## src/rtl/dct_tbuf_pkg.sv

```systemverilog
// Shared types and index helpers for the DCT transpose buffer.
// An entry index is row-major: idx = {row, col}.
package dct_tbuf_pkg;

    localparam int COEF_W      = 10;
    localparam int BLK_DIM     = 8;
    localparam int BLK_ENTRIES = BLK_DIM * BLK_DIM;

    typedef logic [5:0]               idx_t;
    typedef logic signed [COEF_W-1:0] coef_t;

    function automatic logic [2:0] row_of(idx_t i);
        return i[5:3];
    endfunction

    function automatic logic [2:0] col_of(idx_t i);
        return i[2:0];
    endfunction

endpackage

```

## src/rtl/dct_tbuf_bank.sv

```systemverilog
// One 64-entry coefficient bank: synchronous write, combinational read.
// Cleared by async reset or by a synchronous clear.
module dct_tbuf_bank
    import dct_tbuf_pkg::*;
#(
    parameter int W     = COEF_W,
    parameter int DEPTH = BLK_ENTRIES
) (
    input  logic         clk,
    input  logic         rst,
    input  logic         clr,
    input  logic         wr_en,
    input  idx_t         wr_addr,
    input  logic [W-1:0] wr_data,
    input  idx_t         rd_addr,
    output logic [W-1:0] rd_data
);

    logic [W-1:0] mem [DEPTH];

    always_ff @(posedge clk or negedge rst) begin
        if (!rst) begin
            for (int i = 0; i < DEPTH; i++) mem[i] <= '0;
        end else if (clr) begin
            for (int i = 0; i < DEPTH; i++) mem[i] <= '0;
        end else if (wr_en) begin
            mem[wr_addr] <= wr_data;
        end
    end

    assign rd_data = mem[rd_addr];

endmodule

```

## src/rtl/dct_transpose_buffer.sv

```systemverilog
// Ping-pong 8x8 transpose buffer: row-major blocks in, column-major blocks out.
// One bank fills while the other drains; full[] flags arbitrate ownership.
module dct_transpose_buffer
    import dct_tbuf_pkg::*;
#(
    parameter int SIZE = 10,
    parameter int DIM  = 8
) (
    input  logic                   clk,
    input  logic                   rst,
    input  logic                   clr,
    input  logic                   in_valid,
    output logic                   in_ready,
    input  logic signed [SIZE-1:0] in_data,
    output logic                   out_valid,
    input  logic                   out_ready,
    output logic signed [SIZE-1:0] out_data,
    output logic                   out_last
);

    localparam int   ENTRIES  = DIM * DIM;
    localparam idx_t LAST_IDX = idx_t'(ENTRIES - 1);

    logic [1:0]      full;
    logic            wr_bank;
    logic            rd_bank;
    idx_t            wr_cnt;
    idx_t            rd_cnt;
    logic            wr_acc;
    logic            rd_acc;
    idx_t            rd_addr;
    logic [SIZE-1:0] rd_data0;
    logic [SIZE-1:0] rd_data1;

    assign in_ready  = !full[wr_bank];
    assign out_valid = full[rd_bank];
    assign wr_acc    = in_valid && in_ready;
    assign rd_acc    = out_valid && out_ready;
    assign out_last  = out_valid && (rd_cnt == LAST_IDX);

    // Read walks columns: rd_cnt[5:3] picks the column, rd_cnt[2:0] the row.
    assign rd_addr  = {col_of(rd_cnt), row_of(rd_cnt)};
    assign out_data = rd_bank ? rd_data1 : rd_data0;

    always_ff @(posedge clk or negedge rst) begin
        if (!rst) begin
            full    <= '0;
            wr_bank <= 1'b0;
            rd_bank <= 1'b0;
            wr_cnt  <= '0;
            rd_cnt  <= '0;
        end else if (clr) begin
            full    <= '0;
            wr_bank <= 1'b0;
            rd_bank <= 1'b0;
            wr_cnt  <= '0;
            rd_cnt  <= '0;
        end else begin
            // wr_bank never equals rd_bank while both complete, so the two
            // full[] updates always land on different bits.
            if (wr_acc) begin
                wr_cnt <= wr_cnt + 6'd1;
                if (wr_cnt == LAST_IDX) begin
                    full[wr_bank] <= 1'b1;
                    wr_bank       <= ~wr_bank;
                end
            end
            if (rd_acc) begin
                rd_cnt <= rd_cnt + 6'd1;
                if (rd_cnt == LAST_IDX) begin
                    full[rd_bank] <= 1'b0;
                    rd_bank       <= ~rd_bank;
                end
            end
        end
    end

    dct_tbuf_bank #(.W(SIZE), .DEPTH(ENTRIES)) u_bank0 (
        .clk     (clk),
        .rst     (rst),
        .clr     (clr),
        .wr_en   (wr_acc && !wr_bank),
        .wr_addr (wr_cnt),
        .wr_data (in_data),
        .rd_addr (rd_addr),
        .rd_data (rd_data0)
    );

    dct_tbuf_bank #(.W(SIZE), .DEPTH(ENTRIES)) u_bank1 (
        .clk     (clk),
        .rst     (rst),
        .clr     (clr),
        .wr_en   (wr_acc && wr_bank),
        .wr_addr (wr_cnt),
        .wr_data (in_data),
        .rd_addr (rd_addr),
        .rd_data (rd_data1)
    );

endmodule

```

## config.mk

```make
export PLATFORM = sky130hd
export DESIGN_NAME = dct_transpose_buffer
export DESIGN_NICKNAME = d
export VERILOG_FILES = /design/src/rtl/dct_tbuf_pkg.sv /design/src/rtl/dct_tbuf_bank.sv /design/src/rtl/dct_transpose_buffer.sv
export SDC_FILE = /design/constraint.sdc
export NUM_CORES = 2
export LEC_CHECK = 0
export CELL_PAD_IN_SITES_DETAIL_PLACEMENT = 1
export CELL_PAD_IN_SITES_GLOBAL_PLACEMENT = 2
export CORE_ASPECT_RATIO = 1.75
export CORE_MARGIN = 5
export CORE_UTILIZATION = 40
export CTS_CLUSTER_SIZE = 16
export DETAILED_ROUTE_END_ITERATION = 8
export PLACE_DENSITY = 0.67
export SLEW_MARGIN = 20
export SYNTH_ARGS = -nofsm -noshare
export SYNTH_HDL_FRONTEND = slang
export SYNTH_SLANG_ARGS = --single-unit
```

## constraint.sdc

```tcl
create_clock -name clk -period 3.2 [get_ports clk]
set_clock_uncertainty 0.2 [all_clocks]
set_input_delay 0.32 -clock clk [delete_from_list [all_inputs] [get_ports clk]]
set_output_delay 0.32 -clock clk [all_outputs]
set_load 0.02 [all_outputs]
```

==> impl_metrics.json <==
{
  "hold_path.class": "in -> async",
  "hpwl_um": 147000,
  "cts_buffers": 131,
  "yosys.area_share.adder": 0.000440,
  "reg2reg_to": "u_bank1.mem[229]",
  "busiest_layer": "met2",
  "synthMuxAreaShare": 0.125,
  "synthTopCellsByArea": "dfrtp_1, a22o_1, mux4_2",
  "synth_compound_area_frac": 0.242,
  "endpoint_kind": "primary output",
  "routed_wl_um": 215000,
  "grtUsageMet2": 0.502,
  "vias": 41677,
  "numPortBuffers": 27,
  "layoutNonFillerInstCount": 6466,
  "grt_pass1_vias": 45682,
  "synth_most_common_cell": "dfrtp_1",
  "async_flop_share": 1.00,
  "layout-drive-gt1-share": 0.294,
  "io_pins": 28,
  "crit_end": "out_data[5]",
  "synth_seq_cells": 1296,
  "grt_setup_unrepaired": "yes",
  "area_delta_synth_final_pct": 23.0,
  "r2r_start": "wr_cnt[2]",
  "vias_per_cell": 6.45,
  "synth_top_flop_cell": "dfrtp_1",
  "placed_area_um2": 63000,
  "hold_viol": 0,
  "p_per_area_nw_per_um2": 488,
  "cts_root_buf": "clkbuf_16",
  "clk_latency_ps": 750,
  "syn_area_um2": 56900,
  "final_util": 0.494,
  "cts_buffer_depth": 3,
  "start_util": 0.401,
  "fin_nets": 4525,
  "drv_cap": 0,
  "antenna_left": 0,
  "netlist_instances": 4162,
  "met3_usage": 0.0333,
  "rr_worst_depth": 4,
  "slew_headroom": 0.214,
  "worstPathRequired_ps": 2680,
  "cts_tree": "done",
  "grtUsageTotal": 0.284,
  "r2r_slack_ps": 190,
  "dp_cells": 6185,
  "final-setup-viol-count": 10,
  "critical_path.max_fanout": 6,
  "htree_levels": 4,
  "fillCellCount": 13849,
  "synth_cell_type_count": 46,
  "dieHeight_um": 509,
  "synth_top_area_frac": 0.570,
  "drv_slew": 0,
  "coreArea_um2": 142000,
  "synth_top_family_by_area": "compound AO/OA/AOI/OAI gates",
  "die_w_um": 295,
  "wl_per_cell_um": 33.3,
  "syn_area_per_cell_um2": 13.7,
  "ys_seq_area_frac": 0.570,
  "design_area_um2": 70000,
  "violations": "negative setup slack",
  "status": "complete, but fails checks",
  "overflow": 0,
  "place_congestion": 0.909,
  "worst_pin_slew_ps": 1180,
  "synthSimpleGateAreaFrac": 0.0244,
  "critPathLaunch": "rd_cnt[3]",
  "start_kind": "flop",
  "grt_max_degree": 127,
  "synth-xor-area-share": 0.00154,
  "grt_pass1_wl_um": 320000,
  "fmax_ghz": 0.251,
  "drt_first_pass_iters": 5,
  "drcViolationCount": 0,
  "syn-num-nets": 4179,
  "yosysTopAreaCell": "dfrtp_1",
  "crit_arrival_ps": 3470,
  "die-area_um2": 150000,
  "yosysWarnings": 0,
  "ys_top_cells_by_count": "dfrtp_1, a22o_1, clkbuf_1",
  "drtIter0Drc": 2975,
  "path_clk_slew_ps": 70,
  "cts_sinks": 1296,
  "cellLeakagePower_nw": 30.6,
  "antenna_found_initial": 2,
  "p_total_mw": 34.2,
  "peakVddDrop_mv": 0.500,
  "synth_edf_count": 0,
  "min_period_over_period": 1.25,
  "num_rows": 183,
  "fin_ws_ps": -791,
  "period_minus_slack_ps": 3990,
  "path_class": "reg -> out",
  "grt_use_met1": 0.340
}
## timing repair
item                       CTS  global route
hold buffers                 3             0
hold endpoints to repair   969             0
setup endpoints to repair   11            12
pin swaps                   54            41
gates resized for setup    324            90
gates cloned                10             0
setup buffers               45             2
## area by class of cell
cell class,count,area (um2),share of cell area
clock buffer,184,3800,0.0544
tap,1850,2310,0.0331
sequential,1296,32400,0.464
inverter,1,3.75,0.0000536
clock inverter,56,672,0.00960
timing repair buffer,644,6540,0.0935
multi-input combinational,2434,24200,0.346
antenna,1,2.50,0.0000358
## report_power, final
part	internal [mW]	switching, mW	leakage [nW]	total (mW)
registers	16.4	0.0194	18.1	16.4
logic	0.316	1.11	10.3	1.42
clock network	9.33	6.98	2.19	16.3
total	26.1	8.10	30.6	34.2
## layout by cell type, fill, tap and decap left out, types with 14 or more instances in the layout
cell and n:
clkbuf_8 22, clkbuf_1 26, dfrtp_1 1291, a21oi_1 134
clkinv_2 26, nor3_1 31, o22ai_1 60, buf_4 464
nor2_4 22, a22o_1 1280, a21oi_2 39, mux2i_1 197
a22oi_1 50, buf_12 85, a21oi_4 18, mux4_2 210
clkbuf_16 136, nor2_2 47, buf_6 50, nand2b_1 31
buf_8 14, a22oi_2 51, clkdlybuf4s50_1 14, nor2_1 39
nor3_4 18, nand2_1 35, o22ai_2 16
## through the flow
step	hold WS (ps)	TNS (ps)	setup slack, ps
floorplan	-176	0	520
global placement	53.8	-7200	-931
detailed placement	57.2	-7310	-983
CTS	110	-8130	-851
global route	128	-8170	-861
finish	144	-7500	-791
## flip-flops by register name, indices dropped and copies added, names as in the netlist
| signal | flops |
|---|---|
| u_bank0.mem | 640 |
| rd_bank | 1 |
| rd_cnt | 6 |
| wr_bank | 1 |
| wr_cnt | 6 |
| u_bank1.mem | 640 |
| full | 2 |
## critical path: stages (launching register included)
cell and delay, ps:
dfrtp_4 510, buf_12 160, buf_12 150, buf_8 130
buf_12 140, buf_12 140, mux4_2 360, a22oi_1 90
buf_4 180, a21oi_4 180, a21oi_2 70, o31ai_4 410
buf_12 170
## worst min-delay path by stage
stage	from	endpoint	depth (start not counted)	slack (ps)
after detailed placement	rst	u_bank1.mem[440]	1	60
final	rst	u_bank1.mem[440]	3	140
after global routing	rst	u_bank1.mem[440]	3	130
after floorplan	rst	full[0]	0	-180
after global placement	rst	u_bank1.mem[440]	1	50
after CTS	rst	u_bank1.mem[440]	3	110
## cell families (layout without fill, tap and decap cells)
logic type      after synthesis  after routing
flops                      1296           1296
xor+xnor                     10             10
other cells                   0              1
simple gates                293            293
fa+ha+maj                     2              2
buf+inv                     432            885
compound gates             1696           1696
mux                         433            433
## layer usage
layer / part of all wire / routed length [um]
met3: 0.037 / 7970
met4: 0.059 / 12700
met2: 0.52 / 112000
met1: 0.38 / 82600
met5: 0 / 0
Note: power is estimated with default switching activity, not from simulation.
